==> src/rtl/fetch_pkg.sv <==
// fetch_pkg: shared constants and the fetch-buffer entry type for the fetch stage
package fetch_pkg;
  localparam logic [31:0] NOP_INSTR = 32'h0000_0013;
  typedef struct packed {
    logic [31:0] pc;
    logic [31:0] instr;
    logic        misalign;
  } fetch_entry_t;
endpackage

==> src/rtl/fetch_fifo.sv <==
// fetch_fifo: synchronous FIFO with flush, used for the entry buffer and the request-address queue
module fetch_fifo #(
  parameter int DEPTH = 2,
  parameter int W     = 32
) (
  input  logic                         clk,
  input  logic                         reset,
  input  logic                         push,
  input  logic                         pop,
  input  logic                         flush,
  input  logic [W-1:0]                 din,
  output logic [W-1:0]                 dout,
  output logic [$clog2(DEPTH+1)-1:0]   count,
  output logic                         full,
  output logic                         empty
);
  localparam int CW = $clog2(DEPTH + 1);
  localparam int AW = DEPTH > 1 ? $clog2(DEPTH) : 1;
  logic [W-1:0] mem_q [DEPTH];
  logic [AW-1:0] rd_q, rd_d, wr_q, wr_d;
  logic [CW-1:0] cnt_q, cnt_d;
  logic do_push, do_pop;
  function automatic logic [AW-1:0] nxt(input logic [AW-1:0] p);
    return p == AW'(DEPTH - 1) ? '0 : p + 1'b1;
  endfunction
  assign count = cnt_q;
  assign empty = cnt_q == '0;
  assign full  = cnt_q == CW'(DEPTH);
  assign dout  = mem_q[rd_q];
  always_comb begin
    do_pop  = pop && !empty;
    do_push = push && (!full || do_pop);
    rd_d    = flush ? '0 : do_pop ? nxt(rd_q) : rd_q;
    wr_d    = flush ? '0 : do_push ? nxt(wr_q) : wr_q;
    cnt_d   = flush ? '0 : cnt_q + CW'(do_push) - CW'(do_pop);
  end
  always_ff @(posedge clk) begin
    if (reset) begin
      rd_q  <= '0;
      wr_q  <= '0;
      cnt_q <= '0;
    end else begin
      rd_q  <= rd_d;
      wr_q  <= wr_d;
      cnt_q <= cnt_d;
    end
  end
  always_ff @(posedge clk) begin
    if (do_push && !flush) mem_q[wr_q] <= din;
  end
endmodule

==> src/rtl/fetch_unit.sv <==
// fetch_unit: fetch PC, credit-limited imem requests, redirect flush/discard; IF_MISALIGN_TRAP_EN adds misaligned-target trap
module fetch_unit import fetch_pkg::*; #(
  parameter logic [31:0] RESET_VECTOR = 32'h0000_0000,
  parameter int          FIFO_DEPTH   = 2
) (
  input  logic        clk,
  input  logic        reset,
  input  logic        redirect,
  input  logic [31:0] redirect_target,
  output logic        imem_req,
  output logic [31:0] imem_addr,
  input  logic        imem_gnt,
  input  logic        imem_rvalid,
  input  logic [31:0] imem_rdata,
  output logic        if_valid,
  output logic [31:0] if_pc,
  output logic [31:0] if_instr,
  output logic        if_misalign,
  input  logic        id_ready
);
  localparam int CW = $clog2(FIFO_DEPTH + 1);
  localparam logic [CW+1:0] LIMIT = (CW+2)'(FIFO_DEPTH);
  logic [31:0] pc_q, pc_d, tgt, aq_head;
  logic [CW-1:0] out_q, out_d, disc_q, disc_d, buf_cnt, aq_cnt;
  logic [CW+1:0] used;
  logic halted_q, halted_d, trap_q, trap_d, mis;
  logic grant, live_rsp, trap_push, push, pop;
  logic buf_full, buf_empty, aq_full, aq_empty;
  fetch_entry_t push_e, head_e;
`ifdef IF_MISALIGN_TRAP_EN
  assign tgt         = redirect_target;
  assign mis         = |redirect_target[1:0];
  assign if_misalign = head_e.misalign;
`else
  logic unused_bits;
  assign unused_bits = ^{redirect_target[1:0], head_e.misalign};
  assign tgt         = {redirect_target[31:2], 2'b00};
  assign mis         = 1'b0;
  assign if_misalign = 1'b0;
`endif
  assign imem_addr = pc_q;
  assign if_valid  = !reset && !buf_empty;
  assign if_pc     = head_e.pc;
  assign if_instr  = head_e.instr;
  always_comb begin
    used      = (CW+2)'(out_q) + (CW+2)'(buf_cnt) + (CW+2)'(disc_q);
    imem_req  = !reset && !redirect && used < LIMIT && !halted_q;
    grant     = imem_req && imem_gnt;
    live_rsp  = imem_rvalid && disc_q == '0 && !redirect;
    trap_push = trap_q && disc_q == '0 && !redirect;
    push      = live_rsp || trap_push;
    push_e    = trap_push ? {pc_q, NOP_INSTR, 1'b1} : {aq_head, imem_rdata, 1'b0};
    pop       = if_valid && id_ready && !redirect;
    pc_d      = redirect ? tgt : grant ? pc_q + 32'd4 : pc_q;
    out_d     = redirect ? '0 : out_q + CW'(grant) - CW'(live_rsp);
    // stale responses still arrive in order; they are counted off before live ones
    disc_d    = redirect ? disc_q + out_q + CW'(grant) - CW'(imem_rvalid)
                         : disc_q - CW'(imem_rvalid && disc_q != '0);
    halted_d  = redirect ? mis : halted_q;
    trap_d    = redirect ? mis : trap_q && !trap_push;
  end
  always_ff @(posedge clk) begin
    if (reset) begin
      pc_q     <= RESET_VECTOR;
      out_q    <= '0;
      disc_q   <= '0;
      halted_q <= 1'b0;
      trap_q   <= 1'b0;
    end else begin
      pc_q     <= pc_d;
      out_q    <= out_d;
      disc_q   <= disc_d;
      halted_q <= halted_d;
      trap_q   <= trap_d;
    end
  end
  fetch_fifo #(.DEPTH(FIFO_DEPTH), .W($bits(fetch_entry_t))) u_buf (
    .clk(clk), .reset(reset), .push(push), .pop(pop), .flush(redirect),
    .din(push_e), .dout(head_e), .count(buf_cnt), .full(buf_full), .empty(buf_empty)
  );
  fetch_fifo #(.DEPTH(FIFO_DEPTH), .W(32)) u_addr_q (
    .clk(clk), .reset(reset), .push(grant), .pop(live_rsp), .flush(redirect),
    .din(pc_q), .dout(aq_head), .count(aq_cnt), .full(aq_full), .empty(aq_empty)
  );
  a_no_overflow: assert property (@(posedge clk) disable iff (reset) !(push && buf_full && !pop));
  a_aq_tracks:   assert property (@(posedge clk) disable iff (reset) aq_cnt == out_q);
  a_aq_room:     assert property (@(posedge clk) disable iff (reset) !(grant && aq_full));
  a_aq_has_addr: assert property (@(posedge clk) disable iff (reset) !(live_rsp && aq_empty));
endmodule

==> config.mk <==
export PLATFORM = sky130hd
export DESIGN_NAME = fetch_unit
export DESIGN_NICKNAME = d
export VERILOG_FILES = /design/src/rtl/fetch_pkg.sv /design/src/rtl/fetch_fifo.sv /design/src/rtl/fetch_unit.sv
export SDC_FILE = /design/constraint.sdc
export NUM_CORES = 1
export LEC_CHECK = 0
export CELL_PAD_IN_SITES_DETAIL_PLACEMENT = 1
export CELL_PAD_IN_SITES_GLOBAL_PLACEMENT = 1
export CORE_MARGIN = 2
export CORE_UTILIZATION = 44
export DETAILED_ROUTE_END_ITERATION = 16
export PLACE_DENSITY_LB_ADDON = 0.1
export SYNTH_ARGS = -nofsm -noshare
export SYNTH_HDL_FRONTEND = slang
export SYNTH_HIERARCHICAL = 1
export SYNTH_SLANG_ARGS = --single-unit
==> constraint.sdc <==
create_clock -name clk -period 9.6 [get_ports clk]
set_input_delay 2.4 -clock clk [delete_from_list [all_inputs] [get_ports clk]]
set_output_delay 2.4 -clock clk [all_outputs]
set_load 0.1 [all_outputs]
After elaboration in Yosys (flattened, before gate mapping)
Memory sizes are Yosys's and may differ from the RTL's. A register that Yosys moved wholly into a read port is not among the register bits.
Cells that the tools add are included.
{"block": "classes", "addsub": 17, "div_mod_pow": 0, "order_cmp": 1, "shift": 0, "n_eq_ne": 2, "n_mul": 0, "n_reduce_logical": 34, "bitwise": 0, "muxes": 16}
{"cell": "65-bit two-way mux", "n": 1}
{"cell": "32-bit two-way mux", "n": 2}
{"cell": "32-bit by 3-bit adder with 32-bit output (second input constant)", "n": 1}
{"cell": "1-bit logical AND", "n": 18}
{"cell": "1-bit two-way mux", "n": 12}
{"cell": "2-bit by 1-bit subtractor with 2-bit output", "n": 5}
{"cell": "2-bit by 1-bit adder with 2-bit output", "n": 4}
{"cell": "1-bit logical NOT", "n": 7}
{"cell": "2-bit logical NOT", "n": 3}
{"cell": "1-bit adder (second input constant)", "n": 4}
{"cell": "3-bit by 2-bit adder with 4-bit output", "n": 1}
{"cell": "2-bit equality test (second input constant)", "n": 2}
{"cell": "4-bit by 2-bit less-than comparator with 1-bit output (second input constant)", "n": 1}
{"cell": "2-bit nonzero test", "n": 2}
{"cell": "2-bit by 2-bit adder with 3-bit output", "n": 1}
{"cell": "1-bit logical OR", "n": 3}
{"cell": "2-bit adder", "n": 1}
{"cell": "2-bit two-way mux", "n": 1}
{"cell": "2-bit OR reduction", "n": 1}
{"block": "totals", "in_bits": 70, "latchBits": 0, "elab_cells": 83, "ramBits": 194, "output_inout_bits": 99, "register_bits": 45, "mem_count": 2, "rom_bits": 0}
{"memory": "u_buf.mem_q", "depth": 2, "word_bits": 65, "rd": 1, "rd_ports_with_merged_regs": 1, "write_ports": 1, "line_no": "fetch_fifo.sv:19", "source": "logic [W-1:0] mem_q [DEPTH];"}
{"memory": "u_addr_q.mem_q", "depth": 2, "word_bits": 32, "rd": 1, "rd_ports_with_merged_regs": 1, "write_ports": 1, "line_no": "fetch_fifo.sv:19"}

Logic depth before layout (Yosys ltp)
Gate-level depths: netlist of run 1.
{"block": "depth", "ltp_word": 11, "ltp_mapped": 15, "depth_no_buf": 14}

Cells and area by module
Netlist of run 1, hierarchy kept.
{"module": "fetch_fifo at u_buf", "area_per_inst_um2": 4921.0, "n_inst": 1, "cells_each": 232}
{"module": "fetch_unit", "area_per_inst_um2": 2891.5, "n_inst": 1, "cells_each": 375}
{"module": "fetch_fifo at u_addr_q", "area_per_inst_um2": 2551.2, "n_inst": 1, "cells_each": 130}

Worst setup path after synthesis of run 1
Ideal clock, no wire load.
{"block": "synth_path", "kind": "in2reg", "start": "in redirect", "end": "mem u_buf/mem_q[1][0] in the netlist's numbering (enable)", "t_required_ns": 9.017, "n_path_buf": 3, "t_arrival_ns": 8.501, "path_slack_ns": 0.517, "stages": 6, "setup_ns": 0.583, "cell_sequence": "clkbuf_1 > clkbuf_1 > buf_1 > nor4b_1 > o21ai_0 > nor3b_1"}
{"block": "synth_between", "elab_chain_cells": 8}
{"element": "from (decl)", "line_no": "fetch_unit.sv:8", "source": "input logic redirect,"}
{"element": "1-bit logical NOT", "line_no": "fetch_unit.sv:53", "source": "pop = if_valid && id_ready && !redirect;"}
{"element": "1-bit logical AND", "line_no": "fetch_unit.sv:53"}
{"element": "net pop", "line_no": "fetch_unit.sv:27", "source": "logic grant, live_rsp, trap_push, push, pop;"}
{"element": "1-bit logical AND", "line_no": "fetch_fifo.sv:31", "source": "do_pop = pop && !empty;"}
{"element": "1-bit logical OR", "line_no": "fetch_fifo.sv:32", "source": "do_push = push && (!full || do_pop);"}
{"element": "1-bit logical AND", "line_no": "fetch_fifo.sv:32"}
{"element": "1-bit logical AND", "line_no": "fetch_fifo.sv:49", "source": "if (do_push && !flush) mem_q[wr_q] <= din;"}
{"element": "1-bit two-way mux", "line_no": "fetch_fifo.sv:49"}
{"element": "1-bit two-way mux (implied by the code)", "line_no": "fetch_fifo.sv:49"}
{"element": "to (decl)", "line_no": "fetch_fifo.sv:19"}
The timed path passes the listed nets, and every way through them passes these cells.

Final worst setup path of run 1
{"block": "layout_path", "start": "in reset", "end": "out imem_req"}
{"block": "layout_between", "elab_chain_cells": 3}
{"element": "from (decl)", "line_no": "fetch_unit.sv:7", "source": "input logic reset,"}
{"element": "1-bit logical NOT", "line_no": "fetch_unit.sv:47", "source": "imem_req = !reset && !redirect && used < LIMIT && !halted_q;"}
{"element": "1-bit logical AND (2 in series)", "line_no": "fetch_unit.sv:47"}
{"element": "to (decl)", "line_no": "fetch_unit.sv:10", "source": "output logic imem_req,"}
No other way between the ends.

==> flow_summary.json, run 1 <==
{
  "cts_setup_buffers": 0,
  "cts_tree": "yes",
  "drc_errors": 0,
  "syn_avg_cell_area_um2": 14.08,
  "cts_buffer_depth": 3,
  "initial_core_util_pct": 45.12,
  "hp-start": "trap_q",
  "r2r-start": "disc_q[1]",
  "place.gp.congestion": 0.7787,
  "period_share_pct": 71.91,
  "wl_per_cell_um": 19.55,
  "vias": 6520,
  "worstSetupStartpoint": "reset",
  "rows": 55,
  "chipHeight_um": 156.8,
  "first_iter_violations": 267,
  "p_leak_uw": 0.004428,
  "final_area_um2": 13060,
  "routed_via_density": 5.309,
  "track_usage_pct": 19.51,
  "fin_nets": 976,
  "end_kind": "output pin",
  "drv_slew": 0,
  "vdd_ir_drop_max_mv": 0.1250,
  "cts_max_level": 1,
  "diodes": 0,
  "cp_slowest_cell": "clkdlybuf4s50_1",
  "syn_area_um2": 10280,
  "die_area_um2": 24600,
  "tns_ns": 0,
  "fin_crit_ns": 6.903,
  "hp-class": "flip-flop to flip-flop",
  "drt_first_pass_iters": 4,
  "drt_wl_total_mm": 24.00,
  "hold_viol": 0,
  "fillers": 2233,
  "worst-r2r-setup-slack_ns": 5.52,
  "dp_hpwl_mm": 14.84,
  "cts_inserted_buffers": 26,
  "crit_fanout": 49,
  "crit_arrival_ns": 4.50,
  "area_growth_pct": 27.05,
  "grt_pass1_vias": 7102,
  "cts_resized": 0,
  "relSlewSlack_pct": 31.26,
  "clkLatencyLatePin_ns": 0.52,
  "die_w_um": 156.8,
  "max_stage_delay_ns": 0.96,
  "status": "finished, final reports clean",
  "port_buffers": 163,
  "root_buffer": "clkbuf_16",
  "synthCells": 730,
  "grt_first_pass_wirelength_mm": 37.67,
  "worst_pin_slew_ns": 1.028,
  "p_per_area_nw_per_um2": 184.3,
  "ios": 169,
  "rsz0062_at_grt": "no",
  "hold_buffers": 0,
  "dpl-instance-area_um2": 12230,
  "setup_viol": 0,
  "fp.coreArea_um2": 22780,
  "cts_sinks": 237,
  "grt_max_degree": 70,
  "ant_nets": 0,
  "antenna_found_initial": 1,
  "crit_chain": "buf_2 -> nor2_1 -> and2_1 -> clkdlybuf4s50_1",
  "layout-drive-gt1-share_pct": 20.33,
  "grt_overflow": 0,
  "fin_skew_ns": 0.01285,
  "max_freq_mhz": 144.9,
  "crit_path_start_kind": "input pin",
  "cap_violations": 0,
  "whs_ns": 0.4606,
  "critPathKind": "input pin to output pin",
  "cp.required_ns": 7.20,
  "clkTransAtPathRegs_ns": 0.05,
  "yosys_warnings": 6
}
==> power by group <==
part	switching, µW	internal, µW	total [µW]	leakage, µW
sequential	23.7	1140	1160	0.00212
clock	386	573	960	0.000396
combinational	200	88.6	289	0.00191
==> cells in the final DEF (no fill, tap or decap), types with 3 or more instances in the layout <==
| cell | instances |
|---|---|
| mux2_2 | 127 |
| nand2b_1 | 8 |
| nor2_1 | 31 |
| a22oi_1 | 4 |
| inv_1 | 10 |
| clkdlybuf4s50_1 | 161 |
| nand4_1 | 14 |
| a21o_1 | 3 |
| nand2_1 | 36 |
| clkinv_1 | 3 |
| buf_4 | 10 |
| dfxtp_1 | 43 |
| and3_1 | 5 |
| edfxtp_1 | 192 |
| nand3_1 | 13 |
| o21ai_0 | 23 |
| ha_1 | 10 |
| o22ai_1 | 4 |
| xor2_1 | 10 |
| clkbuf_1 | 10 |
| a41oi_1 | 4 |
| or3_1 | 11 |
| nand3b_1 | 4 |
| a31oi_1 | 15 |
| and2_1 | 40 |
| xnor2_1 | 7 |
| clkbuf_8 | 4 |
| a21oi_1 | 17 |
| nor3_1 | 10 |
| conb_1 | 7 |
| clkbuf_16 | 27 |
| nor2b_1 | 7 |
==> routing by layer <==
layer	wire, µm	global-route usage [%]
met2	12310	35.30
met1	10190	24.35
met5	8	0
met4	469	5.330
met3	1032	2.825
==> flip-flops by register name, summed over array words and instances, names as in the netlist, named ones only <==
register        flops
u_buf/rd_q          1
u_addr_q/count      2
u_addr_q/mem_q     64
u_addr_q/wr_q       1
out_q               2
imem_addr          30
trap_q              1
u_addr_q/rd_q       1
u_buf/count         2
disc_q              2
u_buf/mem_q       128
u_buf/wr_q          1
==> final timing paths <==
kind | end | cells after the start
max reg2reg | u_addr_q/count[1] | 15
max | imem_req | 4
min | trap_q | 2
min reg2reg | trap_q | 2
==> final cells by class <==
cell class / count / area (µm²) / share of cell area, %
Clock inverter: 7 / 61.31 / 0.4695
Timing Repair Buffer: 173 / 1697 / 12.99
Clock buffer: 41 / 768.2 / 5.883
Multi-Input combinational cell: 447 / 3431 / 26.27
Tap cell: 313 / 391.6 / 2.999
Inverter: 10 / 37.54 / 0.2875
Sequential cell: 237 / 6671 / 51.09
==> worst max-delay path: cells and delay by family <==
family,cells,cell delay [ns]
buffers and inverters,2,1.71
and+or+nand+nor,2,0.38
==> metrics by stage <==
| stage | power [µW] | setup WS [ns] | cells | utilization, % |
|---|---|---|---|---|
| 6_report | 2407 | 2.697 | 1228 | 57.32 |
| 3_3_place_gp | 1459 | 2.756 | 1180 | 53.68 |
| 2_1_floorplan | 1379 | 0.5920 | 736 | - |
| 3_5_place_dp | 1470 | 2.731 | 1180 | 53.68 |
| 4_1_cts | 2430 | 2.710 | 1228 | 57.32 |
| 5_1_grt | 2487 | 2.592 | 1228 | 57.32 |
Note: power is estimated with default switching activity, not from simulation.
==> inputs of run 2 (changes only) <==
==> constraint.sdc (replaced) <==
create_clock -name clk -period 6.6 [get_ports clk]
set_input_delay 1.65 -clock clk [delete_from_list [all_inputs] [get_ports clk]]
set_output_delay 1.65 -clock clk [all_outputs]
set_load 0.1 [all_outputs]
==> run 2 against run 1 <==
Largest cell class unchanged; die area is the same; largest power group unchanged; first-iteration DRC count up 21%; combinational power grew 46%; hold slack better by 0.019 ns.
==> flow_summary.json, run 2 (same netlist as run 1, synthesis figures left out) <==
{
  "grt_pass1_vias": 7157,
  "fin_skew_ns": 0.01031,
  "root_buffer": "clkbuf_16",
  "fin_crit_ns": 5.113,
  "cts_inserted_buffers": 27,
  "dp_cells": 1183,
  "path_delay_family": "buffers and inverters",
  "cts_buffer_depth": 3,
  "min_delay_path_depth": 2,
  "grt_first_pass_wirelength_mm": 37.72,
  "rows": 55,
  "diodes": 0,
  "whs_ns": 0.4801,
  "drt_first_pass_iters": 4,
  "drv_slew": 0,
  "cts_sinks": 237,
  "setup_viol": 0,
  "cts_max_level": 1,
  "status": "finished, final reports clean",
  "drc_errors": 0,
  "port_buffers": 163,
  "vias": 6583,
  "dp_hpwl_mm": 15.33,
  "routed_via_density": 5.339,
  "largest_reg_flops": 128,
  "rr_worst_depth": 11,
  "hold_buffers": 0,
  "r2r-end": "u_addr_q/mem_q[1][17]",
  "r2r-start": "disc_q[1]",
  "end_kind": "output pin",
  "regMostFlops": "u_buf/mem_q",
  "place.gp.congestion": 0.7841,
  "die_w_um": 156.8,
  "area_growth_pct": 27.33,
  "rsz0062_at_grt": "no",
  "p_leak_uw": 0.004460,
  "p_sw_share_pct": 25.80,
  "ant_nets": 0,
  "fillers": 2208,
  "crit_top_cell": "inv_1",
  "ios": 169,
  "final_common_cell": "edfxtp_1",
  "clkTransAtPathRegs_ns": 0.06,
  "layout.cells.most_common_list": "192 x edfxtp_1, 161 x clkdlybuf4s50_1, 127 x mux2_2, 43 x dfxtp_1, 40 x and2_1",
  "vdd_ir_drop_max_mv": 0.1977,
  "max_freq_mhz": 195.6,
  "max_stage_delay_ns": 1.13,
  "cts_tree": "yes",
  "final_cells": 1233,
  "combPwrFrac_pct": 12.2,
  "p_sw_uw": 895.2,
  "grt_max_degree": 69,
  "cp.required_ns": 4.95,
  "clkLatencyLatePin_ns": 0.52,
  "dpl-instance-area_um2": 12260,
  "first_iter_violations": 323,
  "pwr-share-clk_pct": 39.2,
  "crit_path_start_kind": "flip-flop",
  "antenna_found_initial": 0,
  "p_per_area_nw_per_um2": 265.1,
  "period_share_pct": 77.47,
  "dp_slack_ns": 1.640,
  "hold_end": "trap_q",
  "layout-drive-gt1-share_pct": 21.20,
  "track_usage_pct": 19.68,
  "crit_chain": "inv_1 -> fa_1 -> inv_1 -> ha_1 -> nor3b_1 -> and2_1 -> clkdlybuf4s50_1",
  "hold_viol": 0,
  "pwr-share-seq_pct": 48.6,
  "cts_setup_buffers": 0,
  "critPathKind": "flip-flop to output pin",
  "fin_nets": 980,
  "final_area_um2": 13090,
  "drt_wl_total_mm": 24.27,
  "layout_setup_ws_ns": 1.487,
  "crit_buf_inv": 3,
  "wl_per_cell_um": 19.68,
  "fp.coreArea_um2": 22780,
  "worst_pin_slew_ns": 1.107,
  "chipHeight_um": 156.8,
  "hp-class": "flip-flop to flip-flop",
  "die_area_um2": 24600,
  "tns_ns": 0,
  "cts_resized": 0,
  "grt_overflow": 0,
  "crit_arrival_ns": 3.46,
  "cp_slowest_cell": "clkdlybuf4s50_1",
  "initial_core_util_pct": 45.12,
  "worst-r2r-setup-slack_ns": 2.40,
  "p_int_uw": 2574,
  "relSlewSlack_pct": 25.96,
  "cap_violations": 0,
  "crit_fanout": 5,
  "hp-start": "trap_q"
}
## run 2: changes by cell type in the layout (fill, tap and decap cells not counted), sizes merged
cell | previous run | this run
clkinv | 4 | 12
clkbuf | 41 | 35
buf | 12 | 15
bufinv | 1 | 0
inv | 10 | 11
## run 2: power by group through the flow
stage          Combinational (µW)  Clock (µW)  Sequential [µW]
6_report                      423        1360             1690
5_1_grt                       445        1460             1690
4_1_cts                       426        1400             1690
3_5_place_dp                  424           0             1720
3_3_place_gp                  411           0             1710
2_1_floorplan                 216           0             1790
## run 2: final cells by class
class / count / area (µm²) / area share, %
Sequential cell: 237 / 6671 / 50.98
Multi-Input combinational cell: 447 / 3443 / 26.31
Timing Repair Buffer: 176 / 1719 / 13.14
Clock buffer: 35 / 745.7 / 5.698
Tap cell: 313 / 391.6 / 2.993
Clock inverter: 15 / 77.57 / 0.5928
Inverter: 10 / 37.54 / 0.2868
## run 2: routing by layer
metal | track usage, % | wire [µm] | vias up | part of all wire [%]
li1 | - | - | 3089 | -
met1 | 23.30 | 10000 | 3268 | 41
met2 | 35.57 | 12380 | 181 | 51
met3 | 3.379 | 1213 | 45 | 5.0
met4 | 7.602 | 671 | 0 | 2.8
met5 | 0 | 0 | - | 0
## run 2: worst max-delay path by stage
stage | startpoint | slack (ns) | cells after the start | to
4_1_cts | disc_q[1] | 1.46 | 7 | imem_req
3_3_place_gp | reset | 1.67 | 4 | imem_req
5_1_grt | disc_q[1] | 1.32 | 7 | imem_req
3_5_place_dp | reset | 1.64 | 4 | imem_req
2_1_floorplan | redirect | 0.58 | 6 | u_buf/mem_q[1][10]
6_report | disc_q[1] | 1.49 | 7 | imem_req
## run 2: stage by stage
stage | total power (µW) | util (%)
finish | 3469 | 57.45
floorplan | 2005 | -
CTS | 3517 | 57.45
global route | 3593 | 57.45
detailed placement | 2142 | 53.84
global placement | 2125 | 53.84
## run 2: worst reg2reg max path: cells and delay by family, from the launching register on
family,cells,cell delay [ns]
fa+ha+maj,2,0.81
flops,1,0.43
buf+inv,5,1.51
compound gates,1,0.44
simple gates,3,0.65
==> inputs of run 3 (changes only) <==
==> constraint.sdc (replaced) <==
create_clock -name clk -period 5.1 [get_ports clk]
set_input_delay 1.275 -clock clk [delete_from_list [all_inputs] [get_ports clk]]
set_output_delay 1.275 -clock clk [all_outputs]
set_load 0.1 [all_outputs]
==> run 3 against run 2 <==
Flip-flop and latch count unchanged; core utilization increased by 0.25 points; via count down 0.56%; non-clock buffer count grew 1; routed wire length fell by 2.7%; total power up 33%; clock-buffer cell count is 1 lower; critical path type unchanged; largest cell class unchanged.
==> flow_summary.json, run 3 (same netlist as run 1, synthesis figures left out) <==
{
  "status": "finished, final reports clean",
  "p_int_uw": 3460,
  "period_share_pct": 82.89,
  "drc_errors": 0,
  "rows": 55,
  "regMostFlops": "u_buf/mem_q",
  "vias": 6546,
  "final_cells": 1232,
  "largest_reg_flops": 128,
  "p_per_area_nw_per_um2": 350.5,
  "grt_pass1_vias": 6979,
  "hold_viol": 0,
  "max_stage_delay_ns": 1.14,
  "crit_path_start_kind": "flip-flop",
  "finalPower_uw": 4606,
  "drt_first_pass_iters": 4,
  "drt_wl_total_mm": 23.60,
  "grt_first_pass_wirelength_mm": 37.25,
  "die_w_um": 156.8,
  "ios": 169,
  "clkTransAtPathRegs_ns": 0.06,
  "crit_fanout": 64,
  "pwr-share-clk_pct": 40.8,
  "area_growth_pct": 27.89,
  "cts_setup_buffers": 0,
  "fin_util_pct": 57.70,
  "die_area_um2": 24600,
  "grt_overflow": 0,
  "rsz0062_at_grt": "no",
  "cts_sinks": 237,
  "fin_skew_ns": 0.01400,
  "initial_core_util_pct": 45.12,
  "min_delay_path_depth": 2,
  "final_common_cell": "edfxtp_1",
  "first_iter_violations": 239,
  "ant_nets": 0,
  "dp_cells": 1184,
  "layout.cells.most_common_list": "192 x edfxtp_1, 159 x clkdlybuf4s50_1, 127 x mux2_2, 43 x dfxtp_1, 40 x and2_1",
  "hold_buffers": 0,
  "relSlewSlack_pct": 28.91,
  "max_freq_mhz": 236.5,
  "p_sw_share_pct": 24.88,
  "clkLatencyLatePin_ns": 0.52,
  "combPwrFrac_pct": 11.8,
  "grt_max_degree": 65,
  "pwr-share-seq_pct": 47.3,
  "cts_buffer_depth": 3,
  "cts_tree": "yes",
  "vdd_ir_drop_max_mv": 0.2228,
  "place.gp.congestion": 0.7912,
  "cts_max_level": 1,
  "cap_violations": 0,
  "track_usage_pct": 19.25,
  "crit_arrival_ns": 2.95,
  "worst_pin_slew_ns": 1.062,
  "fin_crit_ns": 4.228,
  "dpl-instance-area_um2": 12270,
  "port_buffers": 163,
  "p_leak_uw": 0.004506,
  "chipHeight_um": 156.8,
  "setup_viol": 0,
  "hp-class": "flip-flop to flip-flop",
  "root_buffer": "clkbuf_16",
  "final_area_um2": 13140,
  "fp.coreArea_um2": 22780,
  "diodes": 0,
  "layout-drive-gt1-share_pct": 21.44,
  "cp_slowest_cell": "clkdlybuf4s50_1",
  "drv_slew": 0,
  "dp_hpwl_mm": 14.93,
  "cts_resized": 0,
  "rr_worst_depth": 15,
  "fin_nets": 980,
  "cp.required_ns": 3.83,
  "end_kind": "output pin",
  "p_sw_uw": 1146,
  "routed_via_density": 5.313,
  "crit_chain": "mux2_2 -> clkdlybuf4s50_1",
  "wl_per_cell_um": 19.16,
  "tns_ns": 0,
  "critPathKind": "flip-flop to output pin",
  "antenna_found_initial": 1,
  "cts_inserted_buffers": 26
}
-- run 3: metal layers --
metal / track usage [%] / wire, µm
met1: 24.01 / 10030
met3: 2.991 / 965
met4: 6.029 / 635
met2: 34.27 / 11960
met5: 0 / 8
-- run 3: worst max-delay path: cells and delay by family (launching register included) --
family	cells	cell delay (ns)
buffers and inverters	1	1.14
DFF	1	0.94
muxes	1	0.29
-- run 3: final timing paths --
check	from	end	slack (ns)
min reg2reg	trap_q	trap_q	0.48
min	trap_q	trap_q	0.48
max reg2reg	disc_q[1]	u_addr_q/count[1]	1.54
max	flip-flop	if_pc[27]	0.87
-- run 3: per-stage QoR --
stage | worst slack, ns | hold WS, ns
after CTS | 0.8043 | 0.4818
after floorplan | 0.07698 | 0.4122
after detailed placement | 1.206 | 0.4737
after global placement | 1.321 | 0.4388
final | 0.8724 | 0.4791
after global routing | 0.7230 | 0.4997
-- run 3: power by group through the flow --
stage | logic [µW] | registers [µW] | clock network, µW
after floorplan | 281 | 2310 | 0
after global placement | 532 | 2220 | 0
after detailed placement | 546 | 2220 | 0
after CTS | 550 | 2180 | 1920
after global routing | 575 | 2190 | 1990
final | 545 | 2180 | 1880
-- run 3: area by class of cell --
cell class,count,area (µm²)
fillers,2194,9634
flip-flops and latches,237,6671
multi-input cells,447,3450
repair buffers,177,1722
clock buffers,34,732.0
well taps,313,391.6
clock inverters,14,140.1
inverters,10,37.54
==> edit 1: new RTL, config.mk and constraints of run 2 <==
Change the parameter `FIFO_DEPTH` from 2 to 4.
--- a/src/rtl/fetch_unit.sv
+++ b/src/rtl/fetch_unit.sv
@@ -3,3 +3,3 @@
   parameter logic [31:0] RESET_VECTOR = 32'h0000_0000,
-  parameter int          FIFO_DEPTH   = 2
+  parameter int          FIFO_DEPTH   = 4
 ) (
Function: changed (a bounded check fails within 4 cycles, from zero or initial values and one cycle with reset high).
==> edit 1 against run 2 <==
  * Setup slack gained 0.050 ns
  * Worst hold slack gained 0.025 ns
  * Area after synthesis grew 74%
  * Sequential share of layout area grew 7.4 points
  * Sequential cell count grew 202
  * Non-clock buffer count grew 5
  * Total power grew 80%
  * Final area grew 66%
  * Wire length grew 65%
  * Combinational power grew 49%
  * Clock power grew 83%
  * Count of clock-buffer cells in the layout grew 26
  * Largest cell class unchanged
==> edit 1: results <==
group,metric,value,unit
run_status,status,"finished, final reports clean",
power,max-vdd-ir-drop,0.1647,mV
placed_design,dpl.hpwl,24560,um
critical_path,crit_family,"buffers and inverters",
global_route,grt_pass1_wl,62140,um
global_route,grt_max_degree,70,
power,p_leak,6.908,nW
timing,clock_skew,0.02405,ns
clock_network,postCtsSetupRepairBufs,0,
placed_design,place_ws,1.436,ns
clock_network,post_cts_resized,0,
global_route,grt_pass1_vias,10479,
clock_network,ctsHtreeMaxLevel,2,
clock_network,clockBufferDepth,3,
synthesis,yosysWarnings,6,
timing,layout_setup_ws,1.537,ns
critical_path,crit_path_max_fanout,34,
detailed_routing,drtIter0Drc,494,
min_path,holdCritPathClass,"reg -> reg",
critical_path,cpPeakStageDelay,1.01,ns
global_route,grt_use_total,19.61,%
critical_path,worst_ep_arrival_time,3.41,ns
global_route,antenna_found_initial,0,
final_layout,top_register,"u_buf/mem_q",
final_layout,nNetsFinal,1283,
final_layout,antennaDiodeCount,0,
power,swShare,24.61,%
detailed_routing,viasPerCell,5.568,
detailed_routing,routed_wl,40090,um
final_layout,drive_gt1_share,18.93,%
floorplanning,die_x,205.8,um
final_layout,largest_register_ff_count,256,
clock_network,cts-root-buf,"clkbuf_16",
clock_network,clk_pin_slew,0.06,ns
placed_design,port_buffers,163,
placed_design,place.gp.congestion,0.7606,
clock_network,cts_buffers,46,
timing,tightest_slew,1.073,ns
clock_network,clkLatencyLatePin,0.57,ns
critical_path,crit_slowest_cell,"clkdlybuf4s50_1",
detailed_routing,dr.pass1.iters,4,
[edit 1: cell type report]
class	instances	area [um2]
Sequential cell	439	12640
Timing Repair Buffer	181	1829
Multi-Input combinational cell	487	4990
Inverter	28	105.1
Tap cell	525	656.9
Fill cell	3666	18340
Clock buffer	61	1239
Clock inverter	24	203.9
[edit 1: final timing paths]
check	from	endpoint	slack [ns]	cells after the start
worst max register to register	out_q[1]	u_addr_q/mem_q[2][6]	1.84	11
worst min-delay path	trap_q	trap_q	0.51	1
worst min register to register	trap_q	trap_q	0.51	1
worst max-delay path	flop	if_instr[25]	1.54	3
[edit 1: per-layer routing]
| metal | GRT usage (%) | vias to the layer above | share of wire (%) |
|---|---|---|---|
| met5 | 0 | - | 0 |
| met4 | 5.077 | 0 | 2.1 |
| met3 | 3.769 | 62 | 4.8 |
| met2 | 32.70 | 232 | 49 |
| met1 | 26.58 | 5065 | 45 |
| li1 | - | 4357 | - |
[edit 1: power groups by stage]
stage	combinational (mW)	clock, mW	sequential (mW)
2_1_floorplan	0.374	0	3.25
3_3_place_gp	0.627	0	3.19
3_5_place_dp	0.635	0	3.19
4_1_cts	0.637	2.56	3.13
5_1_grt	0.673	2.64	3.14
6_report	0.629	2.49	3.13
[edit 1: metrics by stage]
step	cell area, um2	cells
floorplan	17950	1003
global placement	20220	1660
finish	21670	1745
global route	21670	1745
CTS	21670	1745
detailed placement	20220	1660
==> edit 2: new RTL, config.mk and constraints of run 2 <==
Made on the original files. Reset style: asynchronous (`reset`), changed in 2 clocked blocks.
--- a/src/rtl/fetch_fifo.sv
+++ b/src/rtl/fetch_fifo.sv
@@ -36,3 +36,3 @@
   end
-  always_ff @(posedge clk) begin
+  always_ff @(posedge clk or posedge reset) begin
     if (reset) begin
--- a/src/rtl/fetch_unit.sv
+++ b/src/rtl/fetch_unit.sv
@@ -61,3 +61,3 @@
   end
-  always_ff @(posedge clk) begin
+  always_ff @(posedge clk or posedge reset) begin
     if (reset) begin
Function: differs if reset is asserted again (counterexample within 4 cycles, from zero or initial values and one cycle with reset high); with reset held inactive, the same outputs for 4 cycles.
==> edit 2 against run 2 <==
  * Largest cell class unchanged
  * Area after synthesis increased by 3.0%
  * Setup slack improved by 0.14 ns
  * Wire length increased by 5.8%
  * Critical path depth decreased by 3
  * Final area increased by 2.5%
  * Total power increased by 14%
  * Sequential cell count decreased by 2
  * Synthesized cell count decreased by 2.2%
==> edit 2: results <==
group,metric,value,unit
detailed_routing,dr.pass1.iters,4,
timing,maxSlewViolCount,0,
clock_network,clk_pin_slew,0.06,ns
global_route,grtUsageMet2,34.90,%
detailed_routing,drtIter0Drc,394,
critical_path,crit_slowest_cell,"clkdlybuf4s50_1",
global_route,grt_max_degree,66,
placed_design,dpl.hpwl,16760,um
final_layout,top_register,"u_buf/mem_q",
placed_design,place.gp.congestion,0.8342,
clock_network,postCtsSetupRepairBufs,0,
global_route,gr-usage-met1,26.24,%
critical_path,worst_ep_arrival_time,3.33,ns
critical_path,crit_family,"buffers and inverters",
synthesis,yosysWarnings,6,
detailed_routing,wl_met3,1240,um
detailed_routing,wl_met1,11170,um
critical_path,worstReg2RegStart,"u_buf/count[1]",
final_layout,drive_gt1_share,17.66,%
placed_design,dpl_cell_area,12540,um2
global_route,met3_usage,3.881,%
final_layout,nNetsFinal,968,
clock_network,clockBufferDepth,3,
global_route,grt_pass1_vias,7247,
synthesis,synth_area_per_cell,14.82,um2
global_route,grt_use_total,20.16,%
final_layout,largest_register_ff_count,128,
min_path,holdCritPathClass,"reg -> reg",
detailed_routing,route.top_layer_used,"met4",
detailed_routing,dr_wl_met2,12750,um
global_route,overflow,0,
timing,clock_skew,0.01379,ns
run_status,status,"finished, final reports clean",
clock_network,clkLatencyLatePin,0.53,ns
global_route,antenna_found_initial,0,
clock_network,post_cts_resized,0,
detailed_routing,wl_per_cell,20.96,um
critical_path,critPathLaunch,"reset",
clock_network,cts-root-buf,"clkbuf_16",
final_layout,finalNonFillerCells,1225,
global_route,grt_pass1_wl,40670,um
placed_design,port_buffers,163,
clock_network,ctsHtreeMaxLevel,1,
min_path,min_from,"trap_q",
clock_network,cts_buffers,26,
final_layout,antennaDiodeCount,0,
power,p_leak,4.714,nW
critical_path,crit_path_max_fanout,8,
detailed_routing,vias,6666,
timing,tightest_slew,1.033,ns
power,max-vdd-ir-drop,0.2220,mV
critical_path,cpPeakStageDelay,0.53,ns
final_layout,fillers,2277,
-- edit 2: worst paths after layout --
path / slack [ns] / cells after the start / end
max in group asynchronous: 4.48 / 3 / imem_addr[14]
worst min register to register: 0.54 / 2 / trap_q
worst max register to register: 2.84 / 10 / u_addr_q/mem_q[1][16]
min in group asynchronous: 1.51 / 2 / u_buf/count[0]
worst max-delay path: 1.62 / 4 / imem_req
worst min-delay path: 0.54 / 2 / trap_q
-- edit 2: per-stage QoR --
stage,setup slack (ns),power [mW]
final,1.624,3.941
after global routing,1.556,4.080
after CTS,1.627,3.986
after detailed placement,1.632,2.540
after global placement,1.650,2.511
after floorplan,0.1399,2.305
-- edit 2: worst reg2reg max path, cell delays in order (launching register included) --
cell	delay, ns
dfrtp_1	0.49
inv_1	0.10
fa_1	0.49
inv_1	0.04
ha_1	0.30
nor2_1	0.34
nand2_2	0.16
inv_2	0.46
o21ai_1	0.32
nor3b_2	0.33
buf_4	0.39
-- edit 2: final cells by class --
| class | instances | area [um2] | area share, % |
|---|---|---|---|
| sequential | 235 | 6845 | 51.04 |
| multi-input combinational | 428 | 3510 | 26.17 |
| timing repair buffer | 176 | 1719 | 12.82 |
| clock buffer | 37 | 752.0 | 5.607 |
| tap | 319 | 399.1 | 2.976 |
| clock inverter | 11 | 113.9 | 0.8490 |
| inverter | 19 | 71.32 | 0.5318 |
-- edit 2: power by group --
group          internal, mW  total (mW)  leakage, nW  switching, mW
logic                 0.210       0.729         2.02          0.519
registers              1.69        1.78         2.27         0.0899
clock network         0.869        1.44        0.423          0.568
total                  2.76        3.94         4.71           1.18
